--- src/rtl/mips_pkg.sv ---
// mips_pkg: opcode/funct/ALU constants, FSM state and instruction-class types for multicycle_control.
package mips_pkg;
  localparam logic [5:0] OP_RTYPE = 6'b000000;
  localparam logic [5:0] OP_ADDI  = 6'b001000;
  localparam logic [5:0] OP_LW    = 6'b100011;
  localparam logic [5:0] OP_SW    = 6'b101011;
  localparam logic [5:0] OP_BEQ   = 6'b000100;
  localparam logic [5:0] OP_BNE   = 6'b000101;
  localparam logic [5:0] OP_J     = 6'b000010;
  localparam logic [5:0] OP_JAL   = 6'b000011;
  localparam logic [5:0] F_ADD = 6'b100000;
  localparam logic [5:0] F_SUB = 6'b100010;
  localparam logic [5:0] F_AND = 6'b100100;
  localparam logic [5:0] F_OR  = 6'b100101;
  localparam logic [5:0] F_SLT = 6'b101010;
  localparam logic [5:0] F_SLL = 6'b000000;
  localparam logic [5:0] F_SRL = 6'b000010;
  localparam logic [5:0] F_JR  = 6'b001000;
  localparam logic [2:0] ALU_AND = 3'b000;
  localparam logic [2:0] ALU_OR  = 3'b001;
  localparam logic [2:0] ALU_ADD = 3'b010;
  localparam logic [2:0] ALU_SUB = 3'b110;
  localparam logic [2:0] ALU_SLT = 3'b111;
  typedef enum logic [2:0] {S_FETCH, S_DECODE, S_EXEC, S_MEM, S_WB} state_t;
  typedef enum logic [3:0] {
    CLS_RALU, CLS_SHIFT, CLS_ADDI, CLS_LOAD, CLS_STORE,
    CLS_BRANCH, CLS_JUMP, CLS_JAL, CLS_JR, CLS_ILLEGAL
  } cls_t;
  typedef struct packed {
    cls_t       cls;
    logic       ri;
    logic       lw;
    logic       shift;
    logic       srl;
    logic       jal;
    logic       jr;
    logic       jjrjal;
    logic       bne;
    logic [2:0] op;
  } ctrl_t;
endpackage

--- src/rtl/ctrl_decode.sv ---
// ctrl_decode: combinational opcode/funct to instruction class, mux selects and ALU op; bne legal only with CTRL_BNE_EN.
module ctrl_decode
  import mips_pkg::*;
(
  input  logic [5:0] opcode,
  input  logic [5:0] funct,
  output ctrl_t      ctrl
);
  always_comb begin
    ctrl = '0;
    ctrl.cls = CLS_ILLEGAL;
    case (opcode)
      OP_RTYPE:
        case (funct)
          F_ADD: begin ctrl.cls = CLS_RALU; ctrl.op = ALU_ADD; end
          F_SUB: begin ctrl.cls = CLS_RALU; ctrl.op = ALU_SUB; end
          F_AND: begin ctrl.cls = CLS_RALU; ctrl.op = ALU_AND; end
          F_OR:  begin ctrl.cls = CLS_RALU; ctrl.op = ALU_OR;  end
          F_SLT: begin ctrl.cls = CLS_RALU; ctrl.op = ALU_SLT; end
          F_SLL: begin ctrl.cls = CLS_SHIFT; ctrl.shift = 1'b1; end
          F_SRL: begin ctrl.cls = CLS_SHIFT; ctrl.shift = 1'b1; ctrl.srl = 1'b1; end
          F_JR:  begin ctrl.cls = CLS_JR; ctrl.jr = 1'b1; ctrl.jjrjal = 1'b1; end
          default: ctrl.cls = CLS_ILLEGAL;
        endcase
      OP_ADDI: begin ctrl.cls = CLS_ADDI;  ctrl.ri = 1'b1; ctrl.op = ALU_ADD; end
      OP_LW:   begin ctrl.cls = CLS_LOAD;  ctrl.ri = 1'b1; ctrl.lw = 1'b1; ctrl.op = ALU_ADD; end
      OP_SW:   begin ctrl.cls = CLS_STORE; ctrl.ri = 1'b1; ctrl.op = ALU_ADD; end
      OP_BEQ:  begin ctrl.cls = CLS_BRANCH; ctrl.ri = 1'b1; ctrl.op = ALU_SUB; end
`ifdef CTRL_BNE_EN
      OP_BNE:  begin ctrl.cls = CLS_BRANCH; ctrl.ri = 1'b1; ctrl.bne = 1'b1; ctrl.op = ALU_SUB; end
`else
      OP_BNE:  ctrl.cls = CLS_ILLEGAL;
`endif
      OP_J:    begin ctrl.cls = CLS_JUMP; ctrl.jjrjal = 1'b1; end
      OP_JAL:  begin ctrl.cls = CLS_JAL; ctrl.jal = 1'b1; ctrl.jjrjal = 1'b1; end
      default: ctrl.cls = CLS_ILLEGAL;
    endcase
  end
endmodule

--- src/rtl/multicycle_control.sv ---
// multicycle_control: FETCH/DECODE/EXEC/MEM/WB sequencer with latched selects and one-shot strobes.
// Optional CTRL_BNE_EN macro (see ctrl_decode) enables bne.
module multicycle_control
  import mips_pkg::*;
(
  input  logic       clk,
  input  logic       rst,
  input  logic [5:0] opcode,
  input  logic [5:0] funct,
  input  logic       zero,
  input  logic       memReady,
  output logic       JBEQ,
  output logic       JJRJAL,
  output logic       JAL,
  output logic       JR,
  output logic       RI,
  output logic       LW,
  output logic       SHIFT,
  output logic       SRL,
  output logic [2:0] op,
  output logic       writeReg,
  output logic       writeMem,
  output logic       pcEn,
  output logic       memReq,
  output logic       illegal
);
  state_t state, nxt;
  ctrl_t  cur, dec;
  logic   wr_q, pc_q, ill_q, sw_done;
  ctrl_decode u_dec (.opcode(opcode), .funct(funct), .ctrl(dec));
  always_comb begin
    nxt = S_FETCH;
    case (state)
      S_FETCH:  nxt = S_DECODE;
      S_DECODE: nxt = S_EXEC;
      S_EXEC:   nxt = (cur.cls inside {CLS_LOAD, CLS_STORE}) ? S_MEM :
                      (cur.cls inside {CLS_RALU, CLS_SHIFT, CLS_ADDI}) ? S_WB : S_FETCH;
      S_MEM:    nxt = !memReady ? S_MEM : (cur.cls == CLS_LOAD) ? S_WB : S_FETCH;
      default:  nxt = S_FETCH;
    endcase
  end
  // Strobes are registered one edge early so they appear in the cycle of the target state.
  always_ff @(posedge clk or posedge rst) begin
    if (rst) begin
      state  <= S_FETCH;
      cur    <= '0;
      wr_q   <= 1'b0;
      pc_q   <= 1'b0;
      ill_q  <= 1'b0;
      memReq <= 1'b0;
    end else begin
      state  <= nxt;
      if (state == S_FETCH) cur <= dec;
      wr_q   <= (nxt == S_WB) || (state == S_DECODE && cur.cls == CLS_JAL);
      pc_q   <= (nxt == S_WB) || (state == S_DECODE &&
                cur.cls inside {CLS_BRANCH, CLS_JUMP, CLS_JAL, CLS_JR, CLS_ILLEGAL});
      ill_q  <= state == S_DECODE && cur.cls == CLS_ILLEGAL;
      memReq <= nxt == S_MEM;
    end
  end
  // A store completes in the same cycle memReady arrives, so its strobes are combinational.
  assign sw_done  = state == S_MEM && memReady && cur.cls == CLS_STORE;
  assign pcEn     = pc_q | sw_done;
  assign writeMem = sw_done;
  assign writeReg = wr_q;
  assign illegal  = ill_q;
  assign JBEQ     = state != S_FETCH && cur.cls == CLS_BRANCH && (zero ^ cur.bne);
  assign JJRJAL   = cur.jjrjal;
  assign JAL      = cur.jal;
  assign JR       = cur.jr;
  assign RI       = cur.ri;
  assign LW       = cur.lw;
  assign SHIFT    = cur.shift;
  assign SRL      = cur.srl;
  assign op       = cur.op;
endmodule

--- config.mk ---
export PLATFORM = sky130hd
export DESIGN_NAME = multicycle_control
export DESIGN_NICKNAME = d
export VERILOG_FILES = /design/src/rtl/mips_pkg.sv /design/src/rtl/ctrl_decode.sv /design/src/rtl/multicycle_control.sv
export SDC_FILE = /design/constraint.sdc
export NUM_CORES = 1
export LEC_CHECK = 0
export ABC_AREA = 1
export CAP_MARGIN = 0
export CORE_MARGIN = 2
export CORE_UTILIZATION = 25
export CTS_CLUSTER_SIZE = 16
export DETAILED_ROUTE_END_ITERATION = 6
export HOLD_SLACK_MARGIN = 0.08
export PLACE_DENSITY_LB_ADDON = 0.25
export SLEW_MARGIN = 20
export SYNTH_ARGS = -nofsm -noshare
export SYNTH_HDL_FRONTEND = slang
export SYNTH_SLANG_ARGS = --single-unit
--- constraint.sdc ---
create_clock -name clk -period 1.3 [get_ports clk]
set_input_delay 0.325 -clock clk [delete_from_list [all_inputs] [get_ports clk]]
set_output_delay 0.325 -clock clk [all_outputs]
set_load 0.02 [all_outputs]
# After elaboration in Yosys (flattened, before gate mapping)
# Index checks and enable logic that the tools add are counted.
[totals]
register_bits = 21
in_bits = 16
out_inout_bits = 16
[op_classes]
eq_ne = 27
n_mux = 18
bitwise = 1
n_reduce_logical = 22
[op_table]
columns = ["op", "n"]
rows = [
  ["equality test 6 bit (second input constant)", 7],
  ["one-hot mux 4 bit (7 select lines)", 1],
  ["one-hot mux 3 bit (4 select lines)", 2],
  ["equality test 6 x 2 -> 1 bit (second input constant)", 3],
  ["equality test 4 x 3 -> 1 bit (second input constant)", 4],
  ["equality test 6 x 4 -> 1 bit (second input constant)", 2],
  ["logical NOT 6 bit", 2],
  ["two-way mux 3 bit", 4],
  ["one-hot mux 4 bit (3 select lines)", 1],
  ["equality test 3 x 2 -> 1 bit (second input constant)", 3],
  ["one-hot mux 3 bit (3 select lines)", 1],
  ["equality test 4 x 2 -> 1 bit (second input constant)", 2],
  ["equality test 4 bit (second input constant)", 2],
  ["logical AND 1 bit", 7],
  ["equality test 6 x 3 -> 1 bit (second input constant)", 1],
  ["two-way mux 1 bit", 6],
  ["nonzero test 3 bit", 2],
  ["nonzero test 5 bit", 1],
  ["OR reduction 5 bit", 1],
  ["equality test 4 x 1 -> 1 bit (second input constant)", 1],
  ["logical NOT 4 bit", 1],
  ["two-way mux 2 bit", 2],
  ["OR reduction 2 bit", 2],
  ["OR reduction 4 bit", 1],
  ["other kinds (8)", 9],
]

# Depth between registers and ports, before layout
# Gate-level depths: netlist of the first run.
[logic_depth]
ltp_word = 7
mapped_depth = 8

# Cells and area by module
# From an unflattened synthesis of the first run, not the netlist that was laid out.
[unflattened]
hier_cells = 201
hier_area_um2 = 1373.8
[by_module_without_submodules]
columns = ["module", "instances", "cells_each", "area_per_inst_um2"]
rows = [
  ["multicycle_control", 1, 124, 993.5],
  ["ctrl_decode", 1, 77, 380.4],
]

# Worst setup path after synthesis of the first run
# Ideal clock, no wire load.
[synth_timing]
path_type = "flip-flop to output port"
from = "register state[2]"
to = "output port pcEn"
arrival_ps = 1368
t_required_ps = 975
path_slack_ps = -393
path_stages_with_launch = 5
n_path_buf = 0
path_cell_list = "dfrtp_1 inv_1 nand4_1 nor3_1 or2_2"
[synth_between]
elab_chain_cells = 4
[synth_rtl]
columns = ["element", "line_no", "source"]
rows = [
  ["from (decl)", "multicycle_control.sv:27", "state_t state, nxt;"],
  ["from (signal assigned)", "multicycle_control.sv:52", "state <= nxt;"],
  ["equality test 3 x 2 -> 1 bit", "multicycle_control.sv:62", "assign sw_done = state == S_MEM && memReady && cur.cls == CLS_STORE;"],
  ["logical AND 1 bit (2 in a row)", "multicycle_control.sv:62", ""],
  ["via writeMem", "multicycle_control.sv:22", "output logic writeMem,"],
  ["bitwise OR 1 bit", "multicycle_control.sv:63", "assign pcEn = pc_q | sw_done;"],
  ["to (decl)", "multicycle_control.sv:23", "output logic pcEn,"],
]
# The timed path passes the listed nets, and every way through them passes these cells.

# Worst setup path in the final report of the first run
[layout_timing]
from = "register state[2]"
to = "output port JBEQ"
[layout_between]
elab_chain_cells = 3
[layout_rtl]
columns = ["element", "line_no", "source"]
rows = [
  ["nonzero test 3 bit", "multicycle_control.sv:67", "assign JBEQ = state != S_FETCH && cur.cls == CLS_BRANCH && (zero ^ cur.bne);"],
  ["logical AND 1 bit (2 in a row)", "multicycle_control.sv:67", ""],
  ["to (decl)", "multicycle_control.sv:12", "output logic JBEQ,"],
]
# No other way between the ends.

==> results.sh, run 1 <==
export IMPL_cts_tree="done"
export IMPL_io_pins=32
export IMPL_pre_cts_ws_ns=-0.872
export IMPL_criticalPathCategory="flip-flop to primary output"
export IMPL_avgSynthCellArea_um2=7.58
export IMPL_via_per_inst=4.25
export IMPL_multi_input_area_um2=668
export IMPL_synthTopCellsByArea="dfrtp_1 43%, nand2_1 13%, inv_1 6.8%"
export IMPL_grt_overflow=0
export IMPL_finalSetupViolCount=8
export IMPL_finalWirelength_mm=2.91
export IMPL_finalSetupTns_ns=-0.989
export IMPL_power_density_nw_per_um2=1730
export IMPL_num_vias=1159
export IMPL_clk_latency_ns=0.27
export IMPL_status="complete, but fails checks"
export IMPL_netlist_area_um2=1210
export IMPL_hold_violations=0
export IMPL_fp_dieW_um=73.6
export IMPL_initial_core_util_pct=25.8
export IMPL_hpwl_mm=2.18
export IMPL_r2r_start="state[2]"
export IMPL_place_area_um2=1770
export IMPL_postSynth_asyncResetShare_pct=100
export IMPL_critPathLaunchType="flip-flop"
export IMPL_num_nets_final=236
export IMPL_port_buffers=31
export IMPL_holdWs_ns=0.374
export IMPL_regArea_um2=526
export IMPL_fin_util_pct=40.5
export IMPL_fin_crit_ns=1.60
export IMPL_peakVddDrop_uv=551
export IMPL_path_depth=6
export IMPL_hp_class="primary input to asynchronous set/reset pin"
export IMPL_power_mw=3.29
export IMPL_end_kind="primary output"
export IMPL_fin_cells=273
export IMPL_synth_top_cell_area_share_pct=43.3
export IMPL_first_pass_iters=4
export IMPL_largest_register_ff_count=4
export IMPL_synth_most_common_cell="nand2_1"
export IMPL_synth_edff_count=0
export IMPL_cts_sinks=21
export IMPL_cp_startpoint="state[2]"
export IMPL_antenna_found_initial=0
export IMPL_numCtsBuffers=3
export IMPL_worst_r2r_endpoint="op[1]"
export IMPL_first_global_vias=1156
export IMPL_p_leak_nw=1.04
export IMPL_grt_max_degree=22
export IMPL_n_antenna_cell=0
export IMPL_grt_usage_pct=11.8
export IMPL_crit_required_ns=0.98
export IMPL_drive_above_1_share_pct=36.5
export IMPL_rrSetupSlack_ns=-0.04
export IMPL_drt_iter0_markers=21
export IMPL_cp_max_fo=2
export IMPL_slew_headroom_pct=82.0
export IMPL_gp_congestion=0.807
export IMPL_yosys_area_top_type="dfrtp_1"
export IMPL_die_height_um=73.6
export IMPL_rows=25
export IMPL_syn_instance_count=160
export IMPL_yosysWarnings=0
export IMPL_ys_seq_elements=21
export IMPL_core_um2=4690
export IMPL_r2r_cells=8
export IMPL_nFillCells=487
export IMPL_cts_root_buf="clkbuf_8"
export IMPL_rsz0062_at_grt="yes"
export IMPL_synth_ff_type="dfrtp_1"
export IMPL_top_register="cur"
export IMPL_cp_slowest_stage_delay_ns=0.37
export IMPL_final_area_um2=1900
export IMPL_crit_end="JBEQ"
export IMPL_clk_pin_slew_worst_paths_ns=0.08
export IMPL_synthTopCellsByCount="41 x nand2_1, 22 x inv_1, 21 x dfrtp_1"
export IMPL_worst_slack_ns=-0.304
export IMPL_synth_cell_types=30
export IMPL_worst_slew_pin_slew_ns=0.268
export IMPL_clk_path_buf_depth=2
export IMPL_maxCapViolations=0
export IMPL_grt_pass1_wl_mm=4.93
export IMPL_hold_buffers=0
export IMPL_area_growth_pct=56.7
export IMPL_crit_chain="buf_4, nor2_4, nand2_4, inv_6, nor4b_4, buf_4"
export IMPL_slew_violations=0
export IMPL_wl_per_cell_um=10.6
export IMPL_path_buf_inv=3
export IMPL_cts_htree_levels=1
export IMPL_violations="negative setup slack"
export IMPL_syn_nets=176
export IMPL_critPathSlowestCell="dfrtp_1"
export IMPL_cp_common_cell="buf_4"
export IMPL_dpl_cell_count=263
export IMPL_fp_dieArea_um2=5420
export IMPL_fmax_ghz=0.624
export IMPL_fin_worst_skew_ns=0.00559
export IMPL_period_share_pct=123
export IMPL_antenna_left=0
export IMPL_drcViolationCount=0
export IMPL_synth_seq_area_share_pct=43.3
export IMPL_cp_top_family="flip-flops"
export IMPL_crit_arrival_ns=1.28
## worst min-delay path, cell delays in order
cell             delay, ns
clkdlybuf4s50_1       0.40
inv_1                 0.09
buf_12                0.18
## layout by cell type (no fill, tap or decap), types with 7 or more instances in the layout
cell type and n:
dlygate4sd2_1 8, buf_4 27, nor2_1 16, nand3_1 8
inv_1 19, dfrtp_1 21, clkbuf_2 7, nand2_1 36
## area by class of cell
class                      instances  area share (%)
multi-input combinational        110            35.2
clock inverter                     1           0.264
timing repair buffer              59            26.0
clock buffer                       3            2.17
sequential                        21            27.7
tap                               54            3.56
inverter                          25            5.20
## where the power goes
part	total, mW	internal [mW]	switching (mW)
registers	0.947	0.837	0.109
clock network	0.442	0.214	0.228
logic	1.90	0.849	1.05
## worst min-delay path by stage
stage          cells after the start  slack (ns)        to
6_report                           3        0.37  state[2]
4_1_cts                            3        0.38  state[2]
3_5_place_dp                       2        0.47        RI
5_1_grt                            3        0.40  state[2]
2_1_floorplan                      1        0.30       JAL
3_3_place_gp                       2        0.47       JAL
## kinds of logic after synthesis
logic type / share of synthesized area [%]
buffers and inverters: 10.4
DFF: 43.3
and+or+nand+nor: 36.7
AOI/OAI and AO/OA: 9.50
## repair_timing
action	CTS	global route
resized for setup	58	25
pin swaps	4	7
setup buffers	5	2
endpoints found under the setup margin	24	24
cloned	0	0
## metal layers
layer,global-route usage [%],routed length (um),up-vias
met5,0,0,-
met4,3.84,22,0
met3,3.02,132,2
met2,19.6,1430,24
met1,14.8,1320,514
li1,-,-,619
Power figures use the tool's default switching activity.
==> run 2, diff against run 1 <==
--- a/config.mk
+++ b/config.mk
@@ -9,6 +9,7 @@
 export CAP_MARGIN = 0
 export CORE_MARGIN = 2
 export CORE_UTILIZATION = 25
+export CTS_CLUSTER_DIAMETER = 120
 export CTS_CLUSTER_SIZE = 16
 export DETAILED_ROUTE_END_ITERATION = 6
 export HOLD_SLACK_MARGIN = 0.08
==> results of run 2 <==
The final DEF is identical to that of run 1; final timing and power are the same.
==> run 3, diff against run 2 <==
==> constraint.sdc (replaced) <==
create_clock -name clk -period 1.3 [get_ports clk]
set_input_delay 0.13 -clock clk [delete_from_list [all_inputs] [get_ports clk]]
set_output_delay 0.13 -clock clk [all_outputs]
set_load 0.02 [all_outputs]
==> results.sh, run 3 (synthesis results as in run 1) <==
export IMPL_n_antenna_cell=0
export IMPL_slew_headroom_pct=78.9
export IMPL_grt_max_degree=22
export IMPL_fmax_ghz=0.707
export IMPL_num_nets_final=239
export IMPL_internal_power_mw=2.16
export IMPL_p_seq_share_pct=26.2
export IMPL_cp_slowest_stage_delay_ns=0.36
export IMPL_cts_sinks=21
export IMPL_clk_pin_slew_worst_paths_ns=0.08
export IMPL_maxCapViolations=0
export IMPL_p_leak_nw=1.05
export IMPL_area_growth_pct=61.6
export IMPL_cp_common_cell="buf_4"
export IMPL_hpwl_mm=2.09
export IMPL_fp_dieArea_um2=5420
export IMPL_first_global_vias=1120
export IMPL_clockPowerShare_pct=12.2
export IMPL_clk_path_buf_depth=2
export IMPL_top_register="cur"
export IMPL_place_area_um2=1720
export IMPL_drt_iter0_markers=13
export IMPL_initial_core_util_pct=25.8
export IMPL_cts_tree="done"
export IMPL_grt_pass1_wl_mm=4.79
export IMPL_drcViolationCount=0
export IMPL_numCtsBuffers=3
export IMPL_final_cell_mix="34 x nand2_1, 26 x buf_4, 21 x dfrtp_1"
export IMPL_period_share_pct=109
export IMPL_antenna_found_initial=0
export IMPL_rows=25
export IMPL_crit_required_ns=1.17
export IMPL_crit_chain="buf_4, nor2_4, nand2_4, clkinv_4, nor4b_2, buf_4"
export IMPL_antenna_left=0
export IMPL_drive_above_1_share_pct=35.6
export IMPL_end_kind="primary output"
export IMPL_gp_congestion=0.775
export IMPL_finalWirelength_mm=2.87
export IMPL_critPathSlowestCell="dfrtp_1"
export IMPL_path_buf_inv=3
export IMPL_cp_max_fo=2
export IMPL_swShare_pct=40.5
export IMPL_fin_crit_ns=1.42
export IMPL_criticalPathCategory="flip-flop to primary output"
export IMPL_grt_overflow=0
export IMPL_crit_arrival_ns=1.29
export IMPL_first_pass_iters=4
export IMPL_via_per_inst=4.34
export IMPL_power_switching_mw=1.47
export IMPL_status="complete, but fails checks"
export IMPL_power_mw=3.64
export IMPL_slew_violations=0
export IMPL_finalSetupViolCount=13
export IMPL_power_density_nw_per_um2=1860
export IMPL_num_vias=1198
export IMPL_layout_commonest_cell="nand2_1"
export IMPL_critPathLaunchType="flip-flop"
export IMPL_rsz0062_at_grt="yes"
export IMPL_peakVddDrop_uv=698
export IMPL_p_comb_share_pct=61.5
export IMPL_wl_per_cell_um=10.4
export IMPL_worst_slew_pin_slew_ns=0.313
export IMPL_fp_dieW_um=73.6
export IMPL_core_um2=4690
export IMPL_nFillCells=502
export IMPL_hold_violations=0
export IMPL_io_pins=32
export IMPL_cp_top_family="flip-flops"
export IMPL_holdWs_ns=0.192
export IMPL_hold_buffers=0
export IMPL_die_height_um=73.6
export IMPL_final_area_um2=1960
export IMPL_fin_worst_skew_ns=0.00352
export IMPL_largest_register_ff_count=4
export IMPL_clk_latency_ns=0.26
export IMPL_finalSetupTns_ns=-0.718
export IMPL_grt_usage_pct=11.2
export IMPL_port_buffers=31
export IMPL_violations="negative setup slack"
export IMPL_cts_root_buf="clkbuf_8"
export IMPL_cts_htree_levels=1
export IMPL_worst_slack_ns=-0.115
export IMPL_hp_class="primary input to asynchronous set/reset pin"
run 3: changes by cell type in the layout (fill, tap and decap cells not counted), moves of 3 or more:
cell	delta
clkdlybuf4s50_1	+9
dlygate4sd2_1	+5
dlymetal6s2s_1	-3
buf_6	+4
clkdlybuf4s15_1	-4
clkbuf_2	-7
run 3: routing by layer:
layer  track usage (%)  share of wire [%]
met5                 0                  0
met4              2.83               0.73
met3              3.02                3.8
met2              19.2                 51
met1              13.8                 44
run 3: power groups by stage:
| stage | logic, mW | registers [mW] | clock network [mW] |
|---|---|---|---|
| 6_report | 2.24 | 0.954 | 0.445 |
| 5_1_grt | 2.47 | 0.982 | 0.482 |
| 4_1_cts | 1.70 | 0.953 | 0.455 |
| 3_5_place_dp | 1.63 | 0.961 | 0 |
| 3_3_place_gp | 1.63 | 0.962 | 0 |
| 2_1_floorplan | 0.914 | 1.02 | 0 |
run 3: tightest hold or removal path, stage by stage:
cell	delay [ns]
clkdlybuf4s50_1	0.40
inv_1	0.05
buf_4	0.27
run 3: metrics by stage:
stage / util [%] / setup WS, ns / instances
floorplan: - / 0.0120 / 160
global placement: 36.7 / -0.421 / 261
detailed placement: 36.7 / -0.441 / 261
CTS: 38.1 / -0.0976 / 267
global route: 41.8 / -0.207 / 276
finish: 41.8 / -0.115 / 276
run 3: timing repair:
action,in CTS,in global routing
resized for setup,40,30
pin swaps,1,9
setup endpoints to repair,20,14
setup buffers,2,10
endpoints found under the hold margin,0,0
run 3: path summary, 6_finish.rpt:
| check | from | end | slack (ns) | cells after the start |
|---|---|---|---|---|
| max | state[2] | JBEQ | -0.12 | 6 |
| min | rst | memReq | 0.19 | 3 |
| max reg2reg | state[2] | cur[11] | -0.10 | 10 |
| min reg2reg | SHIFT | SHIFT | 0.48 | 2 |
| max in group asynchronous | rst | JJRJAL | 0.89 | 3 |
| min in group clk | SHIFT | SHIFT | 0.48 | 2 |
run 3: cell type report:
type	instances	area, um2	share of cell area [%]
tap	54	67.6	3.45
multi-input combinational	110	659	33.7
clock inverter	1	5.00	0.255
sequential	21	526	26.8
timing repair buffer	62	562	28.7
inverter	25	98.8	5.04
clock buffer	3	41.3	2.11
